$ cat config.mk
export PLATFORM = sky130hd
export DESIGN_NAME = cdb_arbiter_flat
export DESIGN_NICKNAME = d
export VERILOG_FILES = /design/src/rtl/cdb_arbiter_if.sv /design/src/rtl/cdb_arbiter.sv /design/src/flat_wrapper.sv
export SDC_FILE = /design/constraint.sdc
export NUM_CORES = 1
export LEC_CHECK = 0
export CAP_MARGIN = 40
export CELL_PAD_IN_SITES_DETAIL_PLACEMENT = 0
export CELL_PAD_IN_SITES_GLOBAL_PLACEMENT = 1
export CORE_MARGIN = 2
export CORE_UTILIZATION = 39
export CTS_CLUSTER_SIZE = 8
export DETAILED_ROUTE_END_ITERATION = 8
export GPL_ROUTABILITY_DRIVEN = 0
export PLACE_DENSITY = 0.75
export SYNTH_ARGS = -nofsm -noshare
export SYNTH_HDL_FRONTEND = slang
export SYNTH_SLANG_ARGS = --single-unit
$ cat constraint.sdc
create_clock -name clk -period 2.5 [get_ports clk]
set_input_delay 0.625 -clock clk [delete_from_list [all_inputs] [get_ports clk]]
set_output_delay 0.625 -clock clk [all_outputs]
set_load 0.005 [all_outputs]
$ cat src/rtl/cdb_arbiter_if.sv
// Result handshakes from the ALU and load/store buffer into the CDB arbiter,
// plus the registered CDB broadcast and the sticky NULL-tag flag.
interface cdb_arbiter_if #(
  parameter int WORD_WIDTH = 32,
  parameter int TAG_WIDTH  = 4
);
  logic                  alu_valid_in;
  logic [WORD_WIDTH-1:0] alu_result_in;
  logic [TAG_WIDTH-1:0]  alu_tag_in;
  logic                  alu_ready_out;

  logic                  lsb_valid_in;
  logic [WORD_WIDTH-1:0] lsb_result_in;
  logic [TAG_WIDTH-1:0]  lsb_tag_in;
  logic                  lsb_ready_out;

  logic                  cdb_valid_out;
  logic [WORD_WIDTH-1:0] cdb_result_out;
  logic [TAG_WIDTH-1:0]  cdb_tag_out;
  logic                  cdb_src_out;
  logic                  err_null_tag_out;

  // Arbiter side.
  modport slave (
    input  alu_valid_in, alu_result_in, alu_tag_in,
    input  lsb_valid_in, lsb_result_in, lsb_tag_in,
    output alu_ready_out, lsb_ready_out,
    output cdb_valid_out, cdb_result_out, cdb_tag_out, cdb_src_out,
    output err_null_tag_out
  );

  // Producer / snooper side.
  modport master (
    output alu_valid_in, alu_result_in, alu_tag_in,
    output lsb_valid_in, lsb_result_in, lsb_tag_in,
    input  alu_ready_out, lsb_ready_out,
    input  cdb_valid_out, cdb_result_out, cdb_tag_out, cdb_src_out,
    input  err_null_tag_out
  );
endinterface

$ cat src/rtl/cdb_arbiter.sv
// Round-robin arbiter sharing the ROB's single CDB broadcast port between the
// ALU and the load/store buffer; each producer feeds a one-entry holding register.
module cdb_arbiter #(
  parameter int WORD_WIDTH = 32,
  parameter int TAG_WIDTH  = 4
) (
  input  logic          clk,
  input  logic          rst,
  input  logic          flush,
  cdb_arbiter_if.slave  bus
);

  typedef enum logic {
    SRC_ALU = 1'b0,
    SRC_LSB = 1'b1
  } src_e;

  // Handshake: a result moves into its holding register at the rising edge
  // where valid and ready are both 1. Ready never looks at valid; the producer
  // keeps valid/result/tag stable until that edge. A held entry may drain and
  // refill at the same edge, so ready stays high while the entry is granted.

  logic                  alu_hv_q, lsb_hv_q;
  logic [WORD_WIDTH-1:0] alu_data_q, lsb_data_q;
  logic [TAG_WIDTH-1:0]  alu_tag_q, lsb_tag_q;
  src_e                  last_q;

  logic                  cdb_valid_q;
  logic [WORD_WIDTH-1:0] cdb_result_q;
  logic [TAG_WIDTH-1:0]  cdb_tag_q;
  src_e                  cdb_src_q;
  logic                  err_q;

  logic                  grant_alu, grant_lsb, grant_any;
  src_e                  grant_src;
  logic [WORD_WIDTH-1:0] grant_data;
  logic [TAG_WIDTH-1:0]  grant_tag;
  logic                  alu_ready, lsb_ready;
  logic                  alu_take, lsb_take;
  logic                  alu_null, lsb_null;

  always_comb begin
    grant_alu  = 1'b0;
    grant_lsb  = 1'b0;
    grant_src  = SRC_ALU;
    grant_data = alu_data_q;
    grant_tag  = alu_tag_q;

    // On a tie the source that did not broadcast last wins.
    if (alu_hv_q && lsb_hv_q) begin
      grant_alu = (last_q == SRC_LSB);
      grant_lsb = (last_q == SRC_ALU);
    end else begin
      grant_alu = alu_hv_q;
      grant_lsb = lsb_hv_q;
    end
    grant_any = grant_alu | grant_lsb;

    if (grant_lsb) begin
      grant_src  = SRC_LSB;
      grant_data = lsb_data_q;
      grant_tag  = lsb_tag_q;
    end

    alu_ready = rst & ~flush & (~alu_hv_q | grant_alu);
    lsb_ready = rst & ~flush & (~lsb_hv_q | grant_lsb);
    alu_take  = bus.alu_valid_in & alu_ready;
    lsb_take  = bus.lsb_valid_in & lsb_ready;
    alu_null  = (bus.alu_tag_in == '0);
    lsb_null  = (bus.lsb_tag_in == '0);
  end

  always_ff @(posedge clk or negedge rst) begin
    if (!rst) begin
      alu_hv_q     <= 1'b0;
      lsb_hv_q     <= 1'b0;
      alu_data_q   <= '0;
      lsb_data_q   <= '0;
      alu_tag_q    <= '0;
      lsb_tag_q    <= '0;
      last_q       <= SRC_LSB;
      cdb_valid_q  <= 1'b0;
      cdb_result_q <= '0;
      cdb_tag_q    <= '0;
      cdb_src_q    <= SRC_ALU;
      err_q        <= 1'b0;
    end else if (flush) begin
      alu_hv_q    <= 1'b0;
      lsb_hv_q    <= 1'b0;
      cdb_valid_q <= 1'b0;
    end else begin
      cdb_valid_q <= grant_any;
      if (grant_any) begin
        cdb_result_q <= grant_data;
        cdb_tag_q    <= grant_tag;
        cdb_src_q    <= grant_src;
        last_q       <= grant_src;
      end

      // A NULL-tag result is consumed but never occupies the holding register.
      if (alu_take && !alu_null) begin
        alu_hv_q   <= 1'b1;
        alu_data_q <= bus.alu_result_in;
        alu_tag_q  <= bus.alu_tag_in;
      end else if (grant_alu) begin
        alu_hv_q <= 1'b0;
      end

      if (lsb_take && !lsb_null) begin
        lsb_hv_q   <= 1'b1;
        lsb_data_q <= bus.lsb_result_in;
        lsb_tag_q  <= bus.lsb_tag_in;
      end else if (grant_lsb) begin
        lsb_hv_q <= 1'b0;
      end

      if ((alu_take && alu_null) || (lsb_take && lsb_null)) begin
        err_q <= 1'b1;
      end
    end
  end

  assign bus.alu_ready_out    = alu_ready;
  assign bus.lsb_ready_out    = lsb_ready;
  assign bus.cdb_valid_out    = cdb_valid_q;
  assign bus.cdb_result_out   = cdb_result_q;
  assign bus.cdb_tag_out      = cdb_tag_q;
  assign bus.cdb_src_out      = cdb_src_q;
  assign bus.err_null_tag_out = err_q;

endmodule

$ cat src/flat_wrapper.sv
// flat-port wrapper written by rule: the top's interface ports become plain ports
module cdb_arbiter_flat 
#(
  parameter int WORD_WIDTH = 32,
  parameter int TAG_WIDTH  = 4
)
  (clk, rst, flush, bus_alu_valid_in, bus_alu_result_in, bus_alu_tag_in, bus_lsb_valid_in, bus_lsb_result_in, bus_lsb_tag_in, bus_alu_ready_out, bus_lsb_ready_out, bus_cdb_valid_out, bus_cdb_result_out, bus_cdb_tag_out, bus_cdb_src_out, bus_err_null_tag_out);
  cdb_arbiter_if #(.WORD_WIDTH(WORD_WIDTH), .TAG_WIDTH(TAG_WIDTH)) bus_i ();
  input  logic clk;
  input  logic rst;
  input  logic flush;
  input wire logic [$bits(bus_i.alu_valid_in)-1:0] bus_alu_valid_in;
  input wire logic [$bits(bus_i.alu_result_in)-1:0] bus_alu_result_in;
  input wire logic [$bits(bus_i.alu_tag_in)-1:0] bus_alu_tag_in;
  input wire logic [$bits(bus_i.lsb_valid_in)-1:0] bus_lsb_valid_in;
  input wire logic [$bits(bus_i.lsb_result_in)-1:0] bus_lsb_result_in;
  input wire logic [$bits(bus_i.lsb_tag_in)-1:0] bus_lsb_tag_in;
  output wire logic [$bits(bus_i.alu_ready_out)-1:0] bus_alu_ready_out;
  output wire logic [$bits(bus_i.lsb_ready_out)-1:0] bus_lsb_ready_out;
  output wire logic [$bits(bus_i.cdb_valid_out)-1:0] bus_cdb_valid_out;
  output wire logic [$bits(bus_i.cdb_result_out)-1:0] bus_cdb_result_out;
  output wire logic [$bits(bus_i.cdb_tag_out)-1:0] bus_cdb_tag_out;
  output wire logic [$bits(bus_i.cdb_src_out)-1:0] bus_cdb_src_out;
  output wire logic [$bits(bus_i.err_null_tag_out)-1:0] bus_err_null_tag_out;
  assign bus_i.alu_valid_in = bus_alu_valid_in;
  assign bus_i.alu_result_in = bus_alu_result_in;
  assign bus_i.alu_tag_in = bus_alu_tag_in;
  assign bus_i.lsb_valid_in = bus_lsb_valid_in;
  assign bus_i.lsb_result_in = bus_lsb_result_in;
  assign bus_i.lsb_tag_in = bus_lsb_tag_in;
  assign bus_alu_ready_out = bus_i.alu_ready_out;
  assign bus_lsb_ready_out = bus_i.lsb_ready_out;
  assign bus_cdb_valid_out = bus_i.cdb_valid_out;
  assign bus_cdb_result_out = bus_i.cdb_result_out;
  assign bus_cdb_tag_out = bus_i.cdb_tag_out;
  assign bus_cdb_src_out = bus_i.cdb_src_out;
  assign bus_err_null_tag_out = bus_i.err_null_tag_out;
  cdb_arbiter #(.WORD_WIDTH(WORD_WIDTH), .TAG_WIDTH(TAG_WIDTH)) u_core (.clk(clk), .rst(rst), .flush(flush), .bus(bus_i));
endmodule
* After elaboration in Yosys (flattened, before gate mapping) *
Cells that the tools add are included.

word-level totals
  register bits after elaboration = 114
  bits in latches = 0
  memory bits (writable) = 0
  memory bits (read-only) = 0
  input bits = 77
  output and inout port bits = 41
  word-level logic and storage cells = 52
  memories = 0

cells by class
  $add $sub $neg = 0
  multipliers = 0
  divide/modulo/power cells = 0
  $lt $le $gt $ge = 0
  equal/unequal tests = 0
  shift operators = 0
  multiplexer cells = 12
  bitwise logic cells = 12
  reduce and logical (&&, ||, !) cells = 16

operators by type and width
  kind                 number
  2-to-1 mux 32 bit    1
  2-to-1 mux 1 bit     10
  logical NOT 4 bit    2
  AND reduction 2 bit  4
  nonzero test 3 bit   2
  AND 1 bit            5
  logical AND 1 bit    5
  2-to-1 mux 4 bit     1
  inverter 1 bit       4
  OR 1 bit             3
  logical NOT 1 bit    2
  logical OR 1 bit     1

* Depth between registers and ports, before layout *
Gate-level depths: netlist of the first run.

  depth in word-level cells = 8
  mapped depth = 5
  mapped depth without buffers = 3

* Least setup slack after synthesis of the first run *
Ideal clock, no wire load.

  path type = input to register
  start point = in flush
  end point = reg u_core.lsb_data_q[10]
  setup time = 125 ps
  data arrival time = 1,746 ps
  data required time = 2,375 ps
  slack = 629 ps
  cell stages on the path = 4
  buffers on the path = 1
  path through = nand3b_1 nor3_4 buf_6 mux2_2

between the ends
  longest elaborated chain between the ends = 6

ends and longest elaborated chain
  element                                 RTL line            RTL
  from (decl)                             flat_wrapper.sv:11  input logic flush;
  inverter 1 bit (no source line) *       n/a
  AND 1 bit (2 in series)                 cdb_arbiter.sv:66   lsb_ready = rst & ~flush & (~lsb_hv_q | grant_lsb);
  AND 1 bit                               cdb_arbiter.sv:68   lsb_take = bus.lsb_valid_in & lsb_ready;
  logical AND 1 bit                       cdb_arbiter.sv:109  if (lsb_take && !lsb_null) begin
  AND reduction 2 bit (no source line) *  n/a
  to (signal assigned)                    cdb_arbiter.sv:111  lsb_data_q <= bus.lsb_result_in;
  to (decl)                               cdb_arbiter.sv:24   logic [WORD_WIDTH-1:0] alu_data_q, lsb_data_q;

Every way passes the cells marked *; elsewhere a longest branch is shown, timed or not.
A chain may end at the register's enable or synchronous reset.

* Final worst setup path of the first run *
  start point = in flush
  end point = out bus_lsb_ready_out

between the ends
  longest elaborated chain between the ends = 3

ends and longest elaborated chain
  element                          RTL line            RTL
  inverter 1 bit (no source line)  n/a
  AND 1 bit (2 in series)          cdb_arbiter.sv:66
  to (decl)                        flat_wrapper.sv:19  output wire logic [$bits(bus_i.lsb_ready_out)-1:0] bus_lsb_ready_out;

Every way passes these cells.

==> results.sh, run 1 <==
export IMPL_synth_seq_area_share_pct=61.7
export IMPL_die_width_um=113
export IMPL_final_cell_mix="clkdlybuf4s50_1, dfrtp_1, mux2_2, nand2_1"
export IMPL_finalInstanceArea_um2=6680
export IMPL_diodes=0
export IMPL_p_leak_nw=2.81
export IMPL_crit_cells=5
export IMPL_path_cells="clkdlybuf4s50_1 > inv_2 > nand2_1 > nor2_1 > clkdlybuf4s50_1"
export IMPL_violations="design-rule violations"
export IMPL_dp_slack_ns=0.0860
export IMPL_cts_tree="built"
export IMPL_grt_pass1_vias=3321
export IMPL_regToRegEndpoint="u_core.alu_data_q[3]"
export IMPL_max_cap_viol_count=0
export IMPL_critical_path_top_delay_family="buffers and inverters"
export IMPL_period_share_pct=96.4
export IMPL_reg2regPathDepth=4
export IMPL_avgSynthCellArea_um2=13.8
export IMPL_worst_path_buf_inv=3
export IMPL_vias_per_cell=4.95
export IMPL_rsz0062_at_grt="no"
export IMPL_yosys_warnings=0
export IMPL_fillers=953
export IMPL_finalSetupViolCount=0
export IMPL_drc=9
export IMPL_holdCritPathClass="in2async"
export IMPL_grt_usage_pct=16.9
export IMPL_die_h_um=113
export IMPL_slew_headroom_pct=47.8
export IMPL_hold_ws_ns=0.0353
export IMPL_cts_buffers=17
export IMPL_multi_input_area_um2=1670
export IMPL_io_buffers=117
export IMPL_ff_latch_area_um2=2850
export IMPL_fin_nets=542
export IMPL_num_rows=39
export IMPL_syn_to_final_growth_pct=44.4
export IMPL_start_util_pct=40.2
export IMPL_routed_wl_um=10100
export IMPL_drv_slew=0
export IMPL_crit_top_cell="clkdlybuf4s50_1"
export IMPL_dieArea_um2=12800
export IMPL_worstPathRequired_ns=1.88
export IMPL_hold_viol=0
export IMPL_cp_start_kind="primary input"
export IMPL_drive_gt1_share_pct=24.9
export IMPL_clk_latency_ns=0.40
export IMPL_r2r_start="u_core.last_q"
export IMPL_clock_sinks=114
export IMPL_cellPowerDensity_nw_per_um2=906
export IMPL_root_buffer="clkbuf_16"
export IMPL_crit_slowest_cell="clkdlybuf4s50_1"
export IMPL_cts_max_path_buffers=2
export IMPL_dr_pass1_iters=8
export IMPL_clk_pin_slew_worst_paths_ns=0.05
export IMPL_postPlaceCellArea_um2=6060
export IMPL_io_pins=118
export IMPL_crit_type="in2out"
export IMPL_skew_ns=0.00852
export IMPL_grt_max_degree=65
export IMPL_status="finished with violations"
export IMPL_synth_distinct_cells=27
export IMPL_antenna_found_initial=0
export IMPL_ant_nets=0
export IMPL_period_needed_ns=2.41
export IMPL_arrival_ns=1.79
export IMPL_wl_per_cell_um=16.3
export IMPL_yosys_register_bits=114
export IMPL_synth_nets=412
export IMPL_worst_slack_ns=0.0898
export IMPL_mostFrequentLayoutCell="clkdlybuf4s50_1"
export IMPL_setup_reg_to_reg_worst_slack_ns=0.68
export IMPL_htreeDepth=4
export IMPL_fmax_ghz=0.415
export IMPL_max_stage_delay_ns=0.51
export IMPL_num_vias=3072
export IMPL_post_dp_hpwl_um=6800
export IMPL_end_kind="primary output"
export IMPL_finalSetupTns_ns=0
export IMPL_cts_setup_buffers=0
export IMPL_ctsHoldBuffers=0
export IMPL_tightest_slew_ns=0.783
export IMPL_stdcell_count=621
export IMPL_grt_pass1_wl_um=16700
export IMPL_critPathCapture="bus_lsb_ready_out"
export IMPL_drtIter0Drc=146
export IMPL_path_max_fanout=2
export IMPL_critPathLaunch="flush"
export IMPL_dp_cells=589
export IMPL_cts_resized=0
export IMPL_grt_overflow_total=0
export IMPL_postSynthCellCount=335
export IMPL_synth_area_um2=4630
export IMPL_ir_drop_v=0.000440
export IMPL_core_area_um2=11500
==> worst reg2reg max path: cells and delay by family, from the launching register on <==
| kind | cells | cell delay, ns |
|---|---|---|
| flops | 1 | 0.58 |
| simple gates | 2 | 0.55 |
| mux | 1 | 0.35 |
| buf+inv | 1 | 0.22 |
==> flip-flops by register name (all words and copies together), names as in the netlist <==
register / flops
u_core.bus.err_null_tag_out: 1
u_core.alu_tag_q: 4
u_core.alu_hv_q: 1
u_core.alu_data_q: 32
u_core.bus.cdb_result_out: 32
u_core.lsb_hv_q: 1
u_core.last_q: 1
u_core.lsb_tag_q: 4
u_core.bus.cdb_src_out: 1
u_core.bus.cdb_valid_out: 1
u_core.bus.cdb_tag_out: 4
u_core.lsb_data_q: 32
==> cell usage after synthesis <==
library cell / n / area (µm²)
a21boi_0: 1 / 7.51
a21o_1: 1 / 7.51
a21oi_1: 1 / 5.00
a221o_1: 1 / 10.0
a22o_1: 1 / 8.76
a31oi_1: 1 / 6.26
and3_1: 1 / 6.26
and3b_1: 1 / 8.76
buf_2: 3 / 15.0
buf_4: 1 / 7.51
buf_6: 6 / 67.6
clkbuf_1: 8 / 30.0
dfrtp_1: 113 / 2830
dfstp_2: 1 / 26.3
inv_1: 2 / 7.51
mux2_1: 4 / 45.0
mux2_2: 68 / 766
mux2i_1: 36 / 360
nand2_1: 37 / 139
nand3b_1: 2 / 15.0
nor2_1: 4 / 15.0
nor3_4: 2 / 32.5
nor4_1: 1 / 6.26
nor4_2: 1 / 12.5
o21a_1: 1 / 7.51
o21ai_0: 36 / 180
o21bai_1: 1 / 7.51
==> cell families after synthesis <==
logic type / after synthesis / share of synthesized area [%]
muxes: 108 / 25.3
AOI/OAI and AO/OA: 44 / 5.19
DFF: 114 / 61.7
and+or+nand+nor: 49 / 5.08
buffers and inverters: 20 / 2.76
==> cell type report <==
| cell class | count | share of cell area (%) |
|---|---|---|
| Clock inverter | 9 | 1.89 |
| Clock buffer | 23 | 7.30 |
| Inverter | 2 | 0.112 |
| Multi-Input combinational cell | 201 | 25.0 |
| Sequential cell | 114 | 42.7 |
| Tap cell | 143 | 2.68 |
| Timing Repair Buffer | 129 | 20.3 |
==> worst min path at each step <==
stage	start	end	slack (ns)	cells after the start
5_1_grt	rst	u_core.bus.cdb_src_out	0.01	1
3_3_place_gp	rst	u_core.bus.err_null_tag_out	0.44	1
4_1_cts	rst	u_core.bus.err_null_tag_out	0.01	1
3_5_place_dp	rst	u_core.bus.err_null_tag_out	0.45	1
6_report	rst	u_core.bus.err_null_tag_out	0.04	1
2_1_floorplan	rst	u_core.alu_data_q[0]	0.33	0
==> power by group <==
part           internal (W)  switching [W]  total (W)
combinational      0.000715       0.000361    0.00108
clock               0.00167       0.000803    0.00247
sequential          0.00227       0.000234    0.00251
==> per-stage QoR <==
step | power (W) | util (%)
2_1_floorplan | 0.00294 | -
4_1_cts | 0.00614 | 58.0
3_5_place_dp | 0.00362 | 52.7
5_1_grt | 0.00638 | 58.0
3_3_place_gp | 0.00358 | 52.4
6_report | 0.00606 | 58.0
==> per-layer routing <==
layer | vias up | GRT usage, % | wire length (µm)
li1 | 1448 | - | -
met1 | 1521 | 21.7 | 4530
met2 | 98 | 26.7 | 4790
met3 | 5 | 5.78 | 719
met4 | 0 | 6.34 | 77
met5 | - | 0 | 0
Power figures use the tool's default switching activity.
==> run 2: changes to the inputs <==
- GPL_TIMING_DRIVEN: not set -> 0
==> run 2 against run 1 <==
  * The run still ends with design-rule violations left
  * Critical path type is now reg2out
  * First-iteration DRC count up 38%
  * Largest cell class unchanged
  * Hold slack better by 0.070 ns
  * Routed wire length up 3.2%
  * Worst setup slack better by 0.054 ns
  * Global-route usage up 0.84 points
  * Cell area down 1.5%
  * Critical path depth down 2
  * Non-clock buffer count up 8
  * Clock skew down 0.0026 ns
  * Highest routed layer unchanged
  * Total power down 4.2%
  * Clock-buffer cell count up 3
  * Sequential share of layout area up 0.63 points
==> results.sh, run 2 (synthesized netlist as in run 1, its figures left out) <==
export IMPL_status="finished with violations"
export IMPL_violations="design-rule violations"
export IMPL_drc=9
export IMPL_ir_drop_v=0.000434
export IMPL_cts_tree="built"
export IMPL_root_buffer="clkbuf_16"
export IMPL_cellPowerDensity_nw_per_um2=881
export IMPL_tightest_slew_ns=0.646
export IMPL_cts_max_path_buffers=2
export IMPL_grt_overflow_total=0
export IMPL_clk_latency_ns=0.40
export IMPL_dieArea_um2=12800
export IMPL_crit_type="reg2out"
export IMPL_crit_slowest_cell="dfstp_2"
export IMPL_clk_pin_slew_worst_paths_ns=0.05
export IMPL_num_rows=39
export IMPL_slew_headroom_pct=56.8
export IMPL_grt_pass1_wl_um=17400
export IMPL_core_area_um2=11500
export IMPL_p_leak_nw=2.79
export IMPL_path_cells="and3_1 > nor2_1 > clkdlybuf4s50_1"
export IMPL_io_buffers=117
export IMPL_arrival_ns=1.73
export IMPL_syn_to_final_growth_pct=42.3
export IMPL_finalSetupViolCount=0
export IMPL_io_pins=118
export IMPL_ant_nets=0
export IMPL_skew_ns=0.00590
export IMPL_grt_pass1_vias=3392
export IMPL_num_vias=3116
export IMPL_start_util_pct=40.2
export IMPL_die_h_um=113
export IMPL_internal_power_w=0.00444
export IMPL_post_dp_hpwl_um=6960
export IMPL_p_sw_w=0.00136
export IMPL_die_width_um=113
export IMPL_seqPwrFrac_pct=43.2
export IMPL_drtIter0Drc=201
export IMPL_hold_ws_ns=0.106
export IMPL_clock_sinks=114
export IMPL_htreeDepth=4
export IMPL_p_sw_share_pct=23.4
export IMPL_worst_slack_ns=0.144
export IMPL_ctsHoldBuffers=0
export IMPL_dr_pass1_iters=6
export IMPL_max_stage_delay_ns=0.55
export IMPL_worstPathRequired_ns=1.88
export IMPL_max_cap_viol_count=0
export IMPL_antenna_found_initial=0
export IMPL_p_clk_share_pct=38.5
export IMPL_p_total_w=0.00580
export IMPL_grt_max_degree=65
export IMPL_drive_gt1_share_pct=23.5
export IMPL_end_kind="primary output"
export IMPL_fin_util_pct=57.2
export IMPL_p_comb_share_pct=18.3
export IMPL_period_share_pct=94.2
export IMPL_routed_wl_um=10400
export IMPL_rsz0062_at_grt="no"
export IMPL_path_max_fanout=5
export IMPL_dp_slack_ns=-0.276
export IMPL_diodes=0
export IMPL_grt_usage_pct=17.8
export IMPL_period_needed_ns=2.36
export IMPL_final_cell_mix="clkdlybuf4s50_1, dfrtp_1, mux2_2, nand2_1"
export IMPL_vias_per_cell=4.95
export IMPL_fin_nets=550
export IMPL_dp_cells=596
export IMPL_cts_buffers=17
export IMPL_hold_viol=0
export IMPL_wl_per_cell_um=16.6
export IMPL_holdCritPathClass="in2async"
export IMPL_fmax_ghz=0.424
export IMPL_stdcell_count=629
export IMPL_mostFrequentLayoutCell="clkdlybuf4s50_1"
export IMPL_drv_slew=0
export IMPL_cp_start_kind="register"
-- run 2: area by class of cell --
cell class              count  area [µm²]
fillers                   961        4930
flip-flops and latches    114        2850
multi-input cells         201        1650
repair buffers            119        1220
clock buffers              26         499
well taps                 143         179
plain buffers              18         120
clock inverters             6        55.1
inverters                   2        7.51
-- run 2: worst max-delay path: cells and delay by family, from the launching register on --
family	cells	cell delay, ns
buffers and inverters	1	0.46
flip-flops	1	0.55
AND/OR/NAND/NOR	2	0.33
-- run 2: layer usage --
layer / GRT usage (%) / vias up / routed length [µm]
li1: - / 1449 / -
met1: 23.9 / 1571 / 4820
met2: 27.1 / 90 / 4840
met3: 6.70 / 6 / 697
met4: 5.20 / 0 / 68
met5: 0 / - / 0
-- run 2: final timing paths --
kind	startpoint	endpoint	slack [ns]	depth (start not counted)
max	u_core.last_q	bus_lsb_ready_out	0.14	3
max reg2reg	u_core.last_q	u_core.alu_data_q[30]	0.43	4
max in group asynchronous	rst	u_core.alu_data_q[20]	1.81	2
min	rst	u_core.alu_data_q[26]	0.11	1
min reg2reg	u_core.bus.cdb_result_out[20]	u_core.bus.cdb_result_out[20]	0.47	2
min in group clk	u_core.bus.cdb_result_out[20]	u_core.bus.cdb_result_out[20]	0.47	2
-- run 2: metrics by stage --
stage	TNS, ns	instance area [µm²]
after floorplan	0	4630
after global placement	-772.70	5980
after detailed placement	-14.74	6010
after CTS	0	6570
after global routing	0	6580
final	0	6580
-- run 2: power by group through the flow --
stage	clock [W]	combinational, W	sequential, W
3_3_place_gp	0	0.00104	0.00253
5_1_grt	0.00240	0.00118	0.00257
4_1_cts	0.00229	0.00108	0.00251
6_report	0.00223	0.00106	0.00251
3_5_place_dp	0	0.00107	0.00253
2_1_floorplan	0	0.000446	0.00249
-- run 2: timing repair --
item                       CTS  global route
resized for setup            2             4
gates cloned                 0             0
buffers inserted             1             0
setup endpoints to repair    2             2
==> run 3: changes to the inputs <==
--- a/config.mk
+++ b/config.mk
@@ -10,10 +10,11 @@
 export CELL_PAD_IN_SITES_GLOBAL_PLACEMENT = 1
 export CORE_MARGIN = 2
-export CORE_UTILIZATION = 39
+export CORE_UTILIZATION = 50
 export CTS_CLUSTER_SIZE = 8
 export DETAILED_ROUTE_END_ITERATION = 8
+export DONT_BUFFER_PORTS = 1
 export GPL_ROUTABILITY_DRIVEN = 0
 export GPL_TIMING_DRIVEN = 0
-export PLACE_DENSITY = 0.75
+export PLACE_DENSITY = 0.74
 export SYNTH_ARGS = -nofsm -noshare
 export SYNTH_HDL_FRONTEND = slang
==> constraint.sdc (replaced) <==
create_clock -name clk -period 2.5 [get_ports clk]
set_input_delay 0.625 -clock clk [delete_from_list [all_inputs] [get_ports clk]]
set_output_delay 0.625 -clock clk [all_outputs]
set_load 0.1 [all_outputs]
==> run 3 against run 2 <==
  * The flow finishes with violations (negative hold slack)
  * Clock skew rose by 0.0032 ns
  * Routed wire length fell by 9.1%
  * Cell count decreased by 20%
  * Core utilization rose by 9.2 points
  * Largest cell class unchanged
  * Highest routed layer is now met5
==> results.sh, run 3 (synthesized netlist as in run 1, its figures left out) <==
export IMPL_hold_ws_ns=-0.178
export IMPL_status="finished with violations"
export IMPL_crit_slowest_cell="dfstp_2"
export IMPL_postPlaceCellArea_um2=5490
export IMPL_num_vias=2759
export IMPL_holdCritPathClass="in2async"
export IMPL_worstPathRequired_ns=1.88
export IMPL_core_area_um2=9110
export IMPL_die_width_um=100
export IMPL_p_sw_share_pct=37.3
export IMPL_cts_setup_buffers=0
export IMPL_num_rows=35
export IMPL_final_cell_mix="dfrtp_1, mux2_2, nand2_1, mux2i_1, o21ai_0"
export IMPL_io_buffers=0
export IMPL_grt_pass1_wl_um=15300
export IMPL_drive_gt1_share_pct=35.5
export IMPL_crit_type="reg2out"
export IMPL_ant_nets=0
export IMPL_wl_per_cell_um=18.8
export IMPL_tightest_slew_ns=0.905
export IMPL_reg2regPathDepth=4
export IMPL_critPathLaunch="u_core.last_q"
export IMPL_path_cells="and3b_1 > nor2_2 > buf_8"
export IMPL_clk_pin_slew_worst_paths_ns=0.05
export IMPL_worst_path_buf_inv=1
export IMPL_p_comb_share_pct=28.4
export IMPL_path_max_fanout=5
export IMPL_slew_headroom_pct=39.6
export IMPL_fillers=691
export IMPL_drtIter0Drc=91
export IMPL_p_sw_w=0.00274
export IMPL_cts_resized=0
export IMPL_max_stage_delay_ns=0.55
export IMPL_cts_max_path_buffers=2
export IMPL_start_util_pct=50.8
export IMPL_crit_cells=3
export IMPL_grt_overflow_total=0
export IMPL_fin_util_pct=66.3
export IMPL_root_buffer="clkbuf_8"
export IMPL_cellPowerDensity_nw_per_um2=1220
export IMPL_dieArea_um2=10000
export IMPL_antenna_found_initial=1
export IMPL_htreeDepth=4
export IMPL_mostFrequentLayoutCell="dfrtp_1"
export IMPL_grt_pass1_vias=2999
export IMPL_multi_input_area_um2=1650
export IMPL_dp_slack_ns=0.376
export IMPL_violations="negative hold slack"
export IMPL_fin_nets=458
export IMPL_syn_to_final_growth_pct=30.5
export IMPL_period_needed_ns=2.26
export IMPL_dr_pass1_iters=4
export IMPL_drv_slew=0
export IMPL_drc=0
export IMPL_clk_latency_ns=0.50
export IMPL_ff_latch_area_um2=2850
export IMPL_routed_wl_um=9490
export IMPL_worst_slack_ns=0.239
export IMPL_skew_ns=0.00909
export IMPL_cts_buffers=17
export IMPL_period_share_pct=90.4
export IMPL_fmax_ghz=0.442
export IMPL_max_cap_viol_count=0
export IMPL_r2r_start="u_core.last_q"
export IMPL_io_pins=118
export IMPL_end_kind="primary output"
export IMPL_critical_path_top_delay_family="flip-flops"
export IMPL_p_clk_share_pct=30.1
export IMPL_diodes=0
export IMPL_arrival_ns=1.64
export IMPL_finalSetupViolCount=0
export IMPL_grt_max_degree=118
export IMPL_post_dp_hpwl_um=6440
export IMPL_clock_sinks=114
export IMPL_cts_tree="built"
export IMPL_cp_start_kind="register"
export IMPL_hold_viol=113
export IMPL_internal_power_w=0.00462
export IMPL_rsz0062_at_grt="no"
export IMPL_p_leak_nw=2.60
export IMPL_ir_drop_v=0.000577
export IMPL_vias_per_cell=5.46
export IMPL_die_h_um=100
export IMPL_finalInstanceArea_um2=6040
export IMPL_grt_usage_pct=20.3
export IMPL_seqPwrFrac_pct=41.5
## run 3: per-stage QoR
stage / TNS, ns / cells / total power (W) / hold WS, ns
floorplan: -0.413 / 335 / 0.00425 / 0.329
global placement: -0.577 / 446 / 0.00437 / 0.332
detailed placement: 0 / 473 / 0.00520 / 0.332
CTS: 0 / 505 / 0.00743 / -0.199
global route: 0 / 505 / 0.00766 / -0.219
finish: 0 / 505 / 0.00736 / -0.178
## run 3: area by class of cell
cell class	instances	share of cell area (%)
clock inverter	11	1.86
sequential	114	47.2
clock buffer	21	7.27
buffer	18	1.99
tap	111	2.30
timing repair buffer	27	11.9
inverter	2	0.124
multi-input combinational	201	27.3
## run 3: path summary, 6_finish.rpt
path	slack (ns)	end
max	0.24	bus_alu_ready_out
min	-0.18	u_core.bus.cdb_result_out[26]
max reg2reg	0.42	u_core.alu_data_q[19]
min reg2reg	0.48	u_core.lsb_data_q[7]
max in group asynchronous	2.46	u_core.last_q
min in group clk	0.26	u_core.lsb_data_q[6]
## run 3: metal layers
| metal | GRT usage [%] | share of wire [%] |
|---|---|---|
| met4 | 6.74 | 0.65 |
| met2 | 32.8 | 50 |
| met3 | 9.89 | 8.2 |
| met5 | 0 | 0.14 |
| met1 | 23.6 | 41 |
## run 3: power by group through the flow
| stage | Clock, W | Combinational (W) | Sequential [W] |
|---|---|---|---|
| after floorplan | 0 | 0.000465 | 0.00378 |
| after global placement | 0 | 0.000513 | 0.00385 |
| after detailed placement | 0 | 0.00210 | 0.00310 |
| after CTS | 0.00226 | 0.00211 | 0.00307 |
| after global routing | 0.00235 | 0.00219 | 0.00312 |
| final | 0.00222 | 0.00209 | 0.00306 |
